===== config.mk =====
export PLATFORM = sky130hd
export DESIGN_NAME = apb_master_flat
export DESIGN_NICKNAME = d
export VERILOG_FILES = /design/src/rtl/apb_pkg.sv /design/src/rtl/apb_if.sv /design/src/rtl/apb_master.sv /design/src/flat_wrapper.sv
export SDC_FILE = /design/constraint.sdc
export NUM_CORES = 1
export LEC_CHECK = 0
export CAP_MARGIN = 15
export CORE_MARGIN = 1
export CORE_UTILIZATION = 35
export CTS_CLUSTER_DIAMETER = 60
export DETAILED_ROUTE_END_ITERATION = 7
export PLACE_DENSITY = 0.82
export SLEW_MARGIN = 20
export SYNTH_ARGS = -nofsm -noshare
export SYNTH_HDL_FRONTEND = slang
export SYNTH_SLANG_ARGS = --single-unit

===== constraint.sdc =====
create_clock -name PCLK -period 5.9 [get_ports PCLK]
set_input_delay 1.18 -clock PCLK [delete_from_list [all_inputs] [get_ports PCLK]]
set_output_delay 1.18 -clock PCLK [all_outputs]
set_load 0.03 [all_outputs]

===== src/rtl/apb_pkg.sv =====
// Shared widths, bus types and FSM encoding for the APB requester.
package apb_pkg;

    localparam int ADDR_WIDTH = 32;
    localparam int DATA_WIDTH = 32;
    localparam int STRB_WIDTH = DATA_WIDTH / 8;

    typedef logic [ADDR_WIDTH-1:0] addr_t;
    typedef logic [DATA_WIDTH-1:0] data_t;
    typedef logic [STRB_WIDTH-1:0] strb_t;

    typedef enum logic [1:0] {
        IDLE   = 2'd0,
        SETUP  = 2'd1,
        ACCESS = 2'd2
    } apb_state_t;

    typedef struct packed {
        logic  write;
        addr_t addr;
        data_t wdata;
        strb_t strb;
    } apb_cmd_t;

    // Reads never present write data or strobes on the bus.
    function automatic apb_cmd_t bus_view(apb_cmd_t cmd);
        apb_cmd_t v;
        v = cmd;
        if (!cmd.write) begin
            v.wdata = '0;
            v.strb  = '0;
        end
        return v;
    endfunction

endpackage


===== src/rtl/apb_if.sv =====
// APB bus bundle between one requester and one completer.
interface apb_if;
    import apb_pkg::*;

    logic  PSEL;
    logic  PENABLE;
    logic  PWRITE;
    addr_t PADDR;
    data_t PWDATA;
    strb_t PSTRB;
    logic  PREADY;
    logic  PSLVERR;
    data_t PRDATA;

    modport master (
        output PSEL, PENABLE, PWRITE, PADDR, PWDATA, PSTRB,
        input  PREADY, PSLVERR, PRDATA
    );

    modport slave (
        input  PSEL, PENABLE, PWRITE, PADDR, PWDATA, PSTRB,
        output PREADY, PSLVERR, PRDATA
    );

endinterface


===== src/rtl/apb_master.sv =====
// APB requester: one command in, one SETUP/ACCESS transfer out, one response back,
// with an ACCESS wait-state limit that aborts a transfer whose completer never answers.
module apb_master
    import apb_pkg::*;
#(
    parameter int TIMEOUT_CYCLES = 16
) (
    input  logic       PCLK,
    input  logic       PRESET,
    // Command port: a command transfers on a cycle where cmd_valid and cmd_ready are
    // both 1; the producer holds cmd_* stable while cmd_valid=1 and cmd_ready=0.
    input  logic       cmd_valid,
    output logic       cmd_ready,
    input  logic       cmd_write,
    input  addr_t      cmd_addr,
    input  data_t      cmd_wdata,
    input  strb_t      cmd_strb,
    output logic       rsp_valid,
    output data_t      rsp_rdata,
    output logic       rsp_slverr,
    output logic       rsp_timeout,
    apb_if.master      apb,
    output apb_state_t state
);

    localparam int CNT_W = (TIMEOUT_CYCLES > 2) ? $clog2(TIMEOUT_CYCLES) : 1;
    localparam logic [CNT_W-1:0] CNT_LAST = CNT_W'(TIMEOUT_CYCLES - 1);

    apb_state_t      next_state;
    logic [CNT_W-1:0] wait_cnt;
    logic            in_access;
    logic            complete;
    logic            timeout_hit;
    logic            accept;
    apb_cmd_t        bus_cmd;

    assign in_access   = (state == ACCESS);
    assign complete    = in_access && apb.PREADY;
    assign timeout_hit = in_access && (wait_cnt == CNT_LAST) && !apb.PREADY;
    assign cmd_ready   = !PRESET && ((state == IDLE) || (complete && !timeout_hit));
    assign accept      = cmd_valid && cmd_ready;
    assign bus_cmd     = bus_view('{write: cmd_write, addr: cmd_addr,
                                    wdata: cmd_wdata, strb: cmd_strb});

    always_comb begin
        next_state = state;
        case (state)
            IDLE:    next_state = accept ? SETUP : IDLE;
            SETUP:   next_state = ACCESS;
            ACCESS: begin
                if (complete)         next_state = accept ? SETUP : IDLE;
                else if (timeout_hit) next_state = IDLE;
                else                  next_state = ACCESS;
            end
            default: next_state = IDLE;
        endcase
    end

    // PSEL/PENABLE follow the state being entered so they are registered yet exact.
    always_ff @(posedge PCLK or posedge PRESET) begin
        if (PRESET) begin
            state       <= IDLE;
            apb.PSEL    <= 1'b0;
            apb.PENABLE <= 1'b0;
            apb.PWRITE  <= 1'b0;
            apb.PADDR   <= '0;
            apb.PWDATA  <= '0;
            apb.PSTRB   <= '0;
        end else begin
            state       <= next_state;
            apb.PSEL    <= (next_state != IDLE);
            apb.PENABLE <= (next_state == ACCESS);
            if (accept) begin
                apb.PWRITE <= bus_cmd.write;
                apb.PADDR  <= bus_cmd.addr;
                apb.PWDATA <= bus_cmd.wdata;
                apb.PSTRB  <= bus_cmd.strb;
            end
        end
    end

    // Held at zero outside ACCESS, so it starts from zero on every entry.
    always_ff @(posedge PCLK or posedge PRESET) begin
        if (PRESET) begin
            wait_cnt <= '0;
        end else if (!in_access) begin
            wait_cnt <= '0;
        end else if (!apb.PREADY) begin
            wait_cnt <= wait_cnt + 1'b1;
        end
    end

    always_ff @(posedge PCLK or posedge PRESET) begin
        if (PRESET) begin
            rsp_valid   <= 1'b0;
            rsp_rdata   <= '0;
            rsp_slverr  <= 1'b0;
            rsp_timeout <= 1'b0;
        end else begin
            rsp_valid   <= complete || timeout_hit;
            rsp_rdata   <= (complete && !apb.PWRITE) ? apb.PRDATA : '0;
            rsp_slverr  <= complete ? apb.PSLVERR : timeout_hit;
            rsp_timeout <= timeout_hit;
        end
    end

endmodule

===== src/flat_wrapper.sv =====
// flat-port wrapper written by rule: the top's interface ports become plain ports
module apb_master_flat import apb_pkg::*;
#(
    parameter int TIMEOUT_CYCLES = 16
)
  (PCLK, PRESET, cmd_valid, cmd_ready, cmd_write, cmd_addr, cmd_wdata, cmd_strb, rsp_valid, rsp_rdata, rsp_slverr, rsp_timeout, state, apb_PSEL, apb_PENABLE, apb_PWRITE, apb_PADDR, apb_PWDATA, apb_PSTRB, apb_PREADY, apb_PSLVERR, apb_PRDATA);
  apb_if apb_i ();
  input  logic PCLK;
  input  logic PRESET;
  input  logic cmd_valid;
  output logic cmd_ready;
  input  logic cmd_write;
  input  addr_t cmd_addr;
  input  data_t cmd_wdata;
  input  strb_t cmd_strb;
  output logic rsp_valid;
  output data_t rsp_rdata;
  output logic rsp_slverr;
  output logic rsp_timeout;
  output apb_state_t state;
  output wire logic [$bits(apb_i.PSEL)-1:0] apb_PSEL;
  output wire logic [$bits(apb_i.PENABLE)-1:0] apb_PENABLE;
  output wire logic [$bits(apb_i.PWRITE)-1:0] apb_PWRITE;
  output wire logic [$bits(apb_i.PADDR)-1:0] apb_PADDR;
  output wire logic [$bits(apb_i.PWDATA)-1:0] apb_PWDATA;
  output wire logic [$bits(apb_i.PSTRB)-1:0] apb_PSTRB;
  input wire logic [$bits(apb_i.PREADY)-1:0] apb_PREADY;
  input wire logic [$bits(apb_i.PSLVERR)-1:0] apb_PSLVERR;
  input wire logic [$bits(apb_i.PRDATA)-1:0] apb_PRDATA;
  assign apb_PSEL = apb_i.PSEL;
  assign apb_PENABLE = apb_i.PENABLE;
  assign apb_PWRITE = apb_i.PWRITE;
  assign apb_PADDR = apb_i.PADDR;
  assign apb_PWDATA = apb_i.PWDATA;
  assign apb_PSTRB = apb_i.PSTRB;
  assign apb_i.PREADY = apb_PREADY;
  assign apb_i.PSLVERR = apb_PSLVERR;
  assign apb_i.PRDATA = apb_PRDATA;
  apb_master #(.TIMEOUT_CYCLES(TIMEOUT_CYCLES)) u_core (.PCLK(PCLK), .PRESET(PRESET), .cmd_valid(cmd_valid), .cmd_ready(cmd_ready), .cmd_write(cmd_write), .cmd_addr(cmd_addr), .cmd_wdata(cmd_wdata), .cmd_strb(cmd_strb), .rsp_valid(rsp_valid), .rsp_rdata(rsp_rdata), .rsp_slverr(rsp_slverr), .rsp_timeout(rsp_timeout), .apb(apb_i), .state(state));
endmodule

==> flow_metrics.env, run 1 <==
export IMPL_status="finished clean"
export IMPL_avgViaCountPerCell=4.34
export IMPL_cp_start_kind="input pin"
export IMPL_critPathSlowestCell="clkdlybuf4s50_1"
export IMPL_nets=649
export IMPL_cts_resized=0
export IMPL_grt_max_degree=66
export IMPL_insertion_delay_ns=0.34
export IMPL_place_inst=699
export IMPL_grt_usage_pct=16.3
export IMPL_num_vias=3102
export IMPL_maxSlewViolCount=0
export IMPL_clock_skew_ns=0.00672
export IMPL_syn_area_um2=4440
export IMPL_grt_pass1_wl_um=16400
export IMPL_critPathKind="input pin to output pin"
export IMPL_synth_nets=437
export IMPL_setup_viol=0
export IMPL_cts_sinks=112
export IMPL_reg2reg_depth=4
export IMPL_die_h_um=115
export IMPL_synth_area_per_cell_um2=13.5
export IMPL_ir_worst_vdd_mv=0.194
export IMPL_antennaDiodeCount=0
export IMPL_rsz0062_at_grt="no"
export IMPL_io_buffers=214
export IMPL_synth_edf_count=0
export IMPL_die_x_um=115
export IMPL_worst_pin_slew_ns=0.816
export IMPL_place_hpwl_um=7840
export IMPL_n_fill_cell=1032
export IMPL_cts_root_buf="clkbuf_16"
export IMPL_drc=0
export IMPL_cp_num_buf_inv=2
export IMPL_initial_utilization_pct=36.4
export IMPL_yosysSeqAreaShare_pct=63.1
export IMPL_wirelength_um=10600
export IMPL_drtIter0Drc=137
export IMPL_core_area_um2=12200
export IMPL_post_cts_buffers=0
export IMPL_p_per_area_nw_per_um2=321
export IMPL_syn_inst=330
export IMPL_synth_distinct_cells=27
export IMPL_timing_rr_start="u_core.state[0]"
export IMPL_tns_ns=0
export IMPL_clkTransAtPathRegs_ns=0.07
export IMPL_mostFrequentLayoutCells="clkdlybuf4s50_1 (214), dfrtp_1 (112), mux2i_1 (38)"
export IMPL_final_common_cell="clkdlybuf4s50_1"
export IMPL_dieArea_um2=13100
export IMPL_overflow=0
export IMPL_post_route_period_util_pct=68.4
export IMPL_clk_path_buf_depth=2
export IMPL_cts_buffers=9
export IMPL_drive_gt1_share_pct=9.89
export IMPL_boundaryPins=215
export IMPL_cpPeakStageDelay_ns=0.67
export IMPL_slew_headroom_pct=45.4
export IMPL_startpoint="apb_PREADY"
export IMPL_grt_pass1_vias=3290
export IMPL_p_leak_nw=3.18
export IMPL_ys_seq_elements=112
export IMPL_end_kind="output pin"
export IMPL_cp_top_family="buffers and inverters"
export IMPL_hold_violations=0
export IMPL_cp_depth=4
export IMPL_row_count=40
export IMPL_antenna_found_initial=0
export IMPL_holdPathStages=1
export IMPL_critPathRequiredTime_ns=4.72
export IMPL_area_growth_pct=57.4
export IMPL_hold_path_class="flip-flop to flip-flop"
export IMPL_cts_tree="done"
export IMPL_antenna_left=0
export IMPL_fmax_mhz=248
export IMPL_arrival_ns=2.85
export IMPL_yosysWarnings=0
export IMPL_first_pass_iters=4
export IMPL_htreeDepth=3
export IMPL_cp_common_cell="clkdlybuf4s50_1"
export IMPL_ys_flop_type="dfrtp_1"
export IMPL_path_cells="clkdlybuf4s50_1 -> nand2b_4 -> and2_1 -> clkdlybuf4s50_1"
export IMPL_min_from="u_core.apb.PADDR[27]"
export IMPL_cp_max_fo=9
export IMPL_globalplace_congestion=0.687
export IMPL_wl_per_cell_um=14.9
export IMPL_cts_hold_buf=0
export IMPL_layout_min_cycle_time_ns=4.03
export IMPL_instances_no_fill=714
export IMPL_cap_violations=0
export IMPL_synthArstFlopShare_pct=100
==> layer usage <==
metal	global-route usage, %	up-vias	share of wire, %	routed length (um)
li1	-	1459	-	-
met1	18.9	1505	40	4270
met2	28.7	127	50	5330
met3	5.56	11	8.3	878
met4	4.50	0	1.4	147
met5	0	-	0	0
==> report_power, final <==
group | internal, W | switching [W] | leakage [nW] | total, W
logic | 0.000344 | 0.000367 | 1.60 | 0.000712
clock network | 0.000328 | 0.000269 | 0.135 | 0.000597
registers | 0.000875 | 0.0000632 | 1.44 | 0.000939
total | 0.00155 | 0.000700 | 3.18 | 0.00225
==> worst reg2reg max path, cell delays in order, from the launching register on <==
cell and delay, ns:
dfrtp_1 0.41, nor2_1 0.22, nand3_4 0.56, inv_6 0.63
mux2i_1 0.29
==> flip-flops by register name, summed over array words and instances (netlist names) <==
| name | flops |
|---|---|
| u_core.apb.PADDR | 32 |
| u_core.apb.PWDATA | 32 |
| u_core.rsp_rdata | 32 |
| u_core.apb.PSTRB | 4 |
| u_core.wait_cnt | 4 |
| u_core.state | 2 |
| u_core.apb.PENABLE | 1 |
| u_core.apb.PSEL | 1 |
| u_core.apb.PWRITE | 1 |
| u_core.rsp_slverr | 1 |
| u_core.rsp_timeout | 1 |
| u_core.rsp_valid | 1 |
==> Yosys cell counts (2+ instances only) <==
cell type	count	share of area, %
xor2_1	2	0.39
clkbuf_1	7	0.59
dfrtp_1	112	63
nor2_1	6	0.51
o31ai_1	2	0.34
nand2b_1	3	0.42
and2_1	33	4.6
mux2_2	4	1.0
mux2_4	29	9.8
mux2i_1	38	8.6
nand2_1	36	3.0
buf_6	6	1.5
inv_1	38	3.2
==> kinds of logic after synthesis <==
kind of cell	synth area share (%)
DFF	63.1
buffers and inverters	5.80
xor gates and xnor gates	0.592
adders and majority gates	0.282
and+or+nand+nor	10.4
muxes	19.4
AOI/OAI and AO/OA	0.450
==> final timing paths <==
path	end	slack [ns]
worst max register to register	u_core.apb.PWDATA[11]	3.70
min in group asynchronous	u_core.apb.PADDR[4]	1.32
max in group asynchronous	u_core.rsp_rdata[21]	3.32
worst max-delay path	cmd_ready	1.87
worst min register to register	u_core.apb.PADDR[27]	0.51
worst min-delay path	u_core.apb.PADDR[27]	0.51
==> final cells by class <==
| cell class | count | area (um^2) | share of cell area [%] |
|---|---|---|---|
| repair buffers | 216 | 2160 | 30.8 |
| flip-flops and latches | 112 | 2800 | 40.1 |
| well taps | 168 | 210 | 3.01 |
| inverters | 39 | 154 | 2.20 |
| multi-input cells | 164 | 1380 | 19.8 |
| clock buffers | 10 | 229 | 3.27 |
| clock inverters | 5 | 58.8 | 0.841 |
==> per-stage QoR <==
step / instance area, um^2 / total power, W / util (%) / worst slack, ns / hold slack, ns
after floorplan: 4440 / 0.00134 / - / 1.76 / 0.516
after global placement: 6710 / 0.00165 / 54.9 / 1.88 / 0.485
after detailed placement: 6710 / 0.00167 / 54.9 / 1.85 / 0.490
after CTS: 6990 / 0.00228 / 57.3 / 1.86 / 0.508
after global routing: 6990 / 0.00235 / 57.3 / 1.78 / 0.515
final: 6990 / 0.00225 / 57.3 / 1.87 / 0.506
Note: power is estimated with default switching activity, not from simulation.
==> run 2, diff against run 1 <==
- PLACE_DENSITY: 0.82 -> 0.84
- clock period: 5.9 -> 3.3 ns (I/O delays scaled with it)
==> flow_metrics.env, run 2 (same netlist as run 1, synthesis figures left out) <==
export IMPL_cts_sinks=112
export IMPL_layout_min_cycle_time_ns=2.85
export IMPL_num_vias=3149
export IMPL_cpPeakStageDelay_ns=0.66
export IMPL_p_leak_nw=3.20
export IMPL_hold_violations=0
export IMPL_reg2reg_depth=3
export IMPL_die_h_um=115
export IMPL_antenna_left=0
export IMPL_grt_pass1_wl_um=16500
export IMPL_cp_start_kind="input pin"
export IMPL_maxSlewViolCount=0
export IMPL_instances_no_fill=717
export IMPL_place_inst=701
export IMPL_post_route_period_util_pct=86.4
export IMPL_globalplace_congestion=0.709
export IMPL_critPathSlowestCell="clkdlybuf4s50_1"
export IMPL_avgViaCountPerCell=4.39
export IMPL_insertion_delay_ns=0.34
export IMPL_status="finished clean"
export IMPL_io_buffers=214
export IMPL_drc=0
export IMPL_antenna_found_initial=1
export IMPL_cp_num_buf_inv=2
export IMPL_drtIter0Drc=128
export IMPL_p_per_area_nw_per_um2=569
export IMPL_drive_gt1_share_pct=10.6
export IMPL_hold_path_class="flip-flop to flip-flop"
export IMPL_cts_buffers=9
export IMPL_final_common_cell="clkdlybuf4s50_1"
export IMPL_reg2reg_to="u_core.rsp_rdata[8]"
export IMPL_cts_hold_buf=0
export IMPL_mostFrequentLayoutCells="clkdlybuf4s50_1 (214), dfrtp_1 (112), mux2i_1 (38)"
export IMPL_cap_violations=0
export IMPL_first_pass_iters=4
export IMPL_clock_skew_ns=0.00822
export IMPL_tns_ns=0
export IMPL_grt_pass1_vias=3233
export IMPL_initial_utilization_pct=36.4
export IMPL_end_kind="output pin"
export IMPL_clkTransAtPathRegs_ns=0.07
export IMPL_wl_per_cell_um=14.8
export IMPL_place_hpwl_um=7870
export IMPL_arrival_ns=2.19
export IMPL_slew_headroom_pct=46.0
export IMPL_nets=651
export IMPL_overflow=0
export IMPL_dieArea_um2=13100
export IMPL_timing_rr_start="u_core.state[0]"
export IMPL_holdPathStages=1
export IMPL_rsz0062_at_grt="no"
export IMPL_cts_tree="done"
export IMPL_row_count=40
export IMPL_min_from="u_core.apb.PADDR[2]"
export IMPL_path_cells="clkdlybuf4s50_1 -> nor2_1 -> and2_1 -> clkdlybuf4s50_1"
export IMPL_clk_path_buf_depth=2
export IMPL_die_x_um=115
export IMPL_ir_worst_vdd_mv=0.378
export IMPL_htreeDepth=3
export IMPL_wirelength_um=10600
export IMPL_cts_resized=0
export IMPL_fmax_mhz=351
export IMPL_antennaDiodeCount=0
export IMPL_reg_top3="u_core.apb.PADDR: 32 flops, u_core.apb.PWDATA: 32 flops, u_core.rsp_rdata: 32 flops"
export IMPL_cp_common_cell="clkdlybuf4s50_1"
export IMPL_cp_max_fo=2
export IMPL_grt_max_degree=113
export IMPL_boundaryPins=215
export IMPL_critPathKind="input pin to output pin"
export IMPL_rrSetupSlack_ns=1.52
export IMPL_holdPathEnd="u_core.apb.PADDR[2]"
export IMPL_setup_viol=0
export IMPL_core_area_um2=12200
export IMPL_post_cts_buffers=0
export IMPL_worst_pin_slew_ns=0.808
export IMPL_area_growth_pct=58.2
export IMPL_cts_root_buf="clkbuf_16"
export IMPL_grt_usage_pct=16.4
export IMPL_cp_top_family="buffers and inverters"
export IMPL_critPathRequiredTime_ns=2.64
==> run 2: cell types whose count changed in the layout (fill, tap and decap cells not counted) <==
cell / delta
clkbuf_8: +2
inv_6: +2
buf_12: +1
buf_4: +1
bufinv_16: -1
clkbuf_1: -1
inv_4: -1
==> run 2: power by group <==
group	switching [W]	internal [W]	leakage, nW	total [W]
combinational	0.000659	0.000617	1.61	0.00128
clock	0.000488	0.000559	0.143	0.00105
sequential	0.000112	0.00157	1.44	0.00168
total	0.00126	0.00274	3.20	0.00400
==> run 2: worst max path at each step <==
stage | cells past startpoint | end | start
after floorplan | 1 | u_core.apb.PADDR[0] | PRESET
after global placement | 4 | cmd_ready | PRESET
after detailed placement | 4 | cmd_ready | PRESET
after CTS | 4 | cmd_ready | PRESET
after global routing | 4 | cmd_ready | PRESET
final | 4 | cmd_ready | PRESET
==> run 2: cell type report <==
class	instances	area, um^2
tap	168	210
clock buffer	11	253
fill	1052	5190
timing repair buffer	218	2180
multi-input combinational	164	1380
inverter	39	155
clock inverter	5	38.8
sequential	112	2800
==> run 2: metrics by stage <==
stage	power, W	area, um^2	hold WS, ns	worst slack [ns]	util [%]
6_report	0.00400	7030	0.511	0.450	57.5
5_1_grt	0.00418	7030	0.527	0.392	57.5
4_1_cts	0.00406	7030	0.513	0.452	57.5
3_5_place_dp	0.00299	6730	0.491	0.459	55.1
3_3_place_gp	0.00295	6730	0.489	0.475	55.1
2_1_floorplan	0.00239	4450	0.516	1.28	-
==> run 2: routing by layer <==
| metal | track usage [%] | wire [um] | up-vias |
|---|---|---|---|
| met4 | 5.19 | 93 | 2 |
| met2 | 29.3 | 5580 | 118 |
| met5 | 0 | 13 | - |
| li1 | - | - | 1473 |
| met3 | 5.24 | 785 | 6 |
| met1 | 18.5 | 4120 | 1550 |
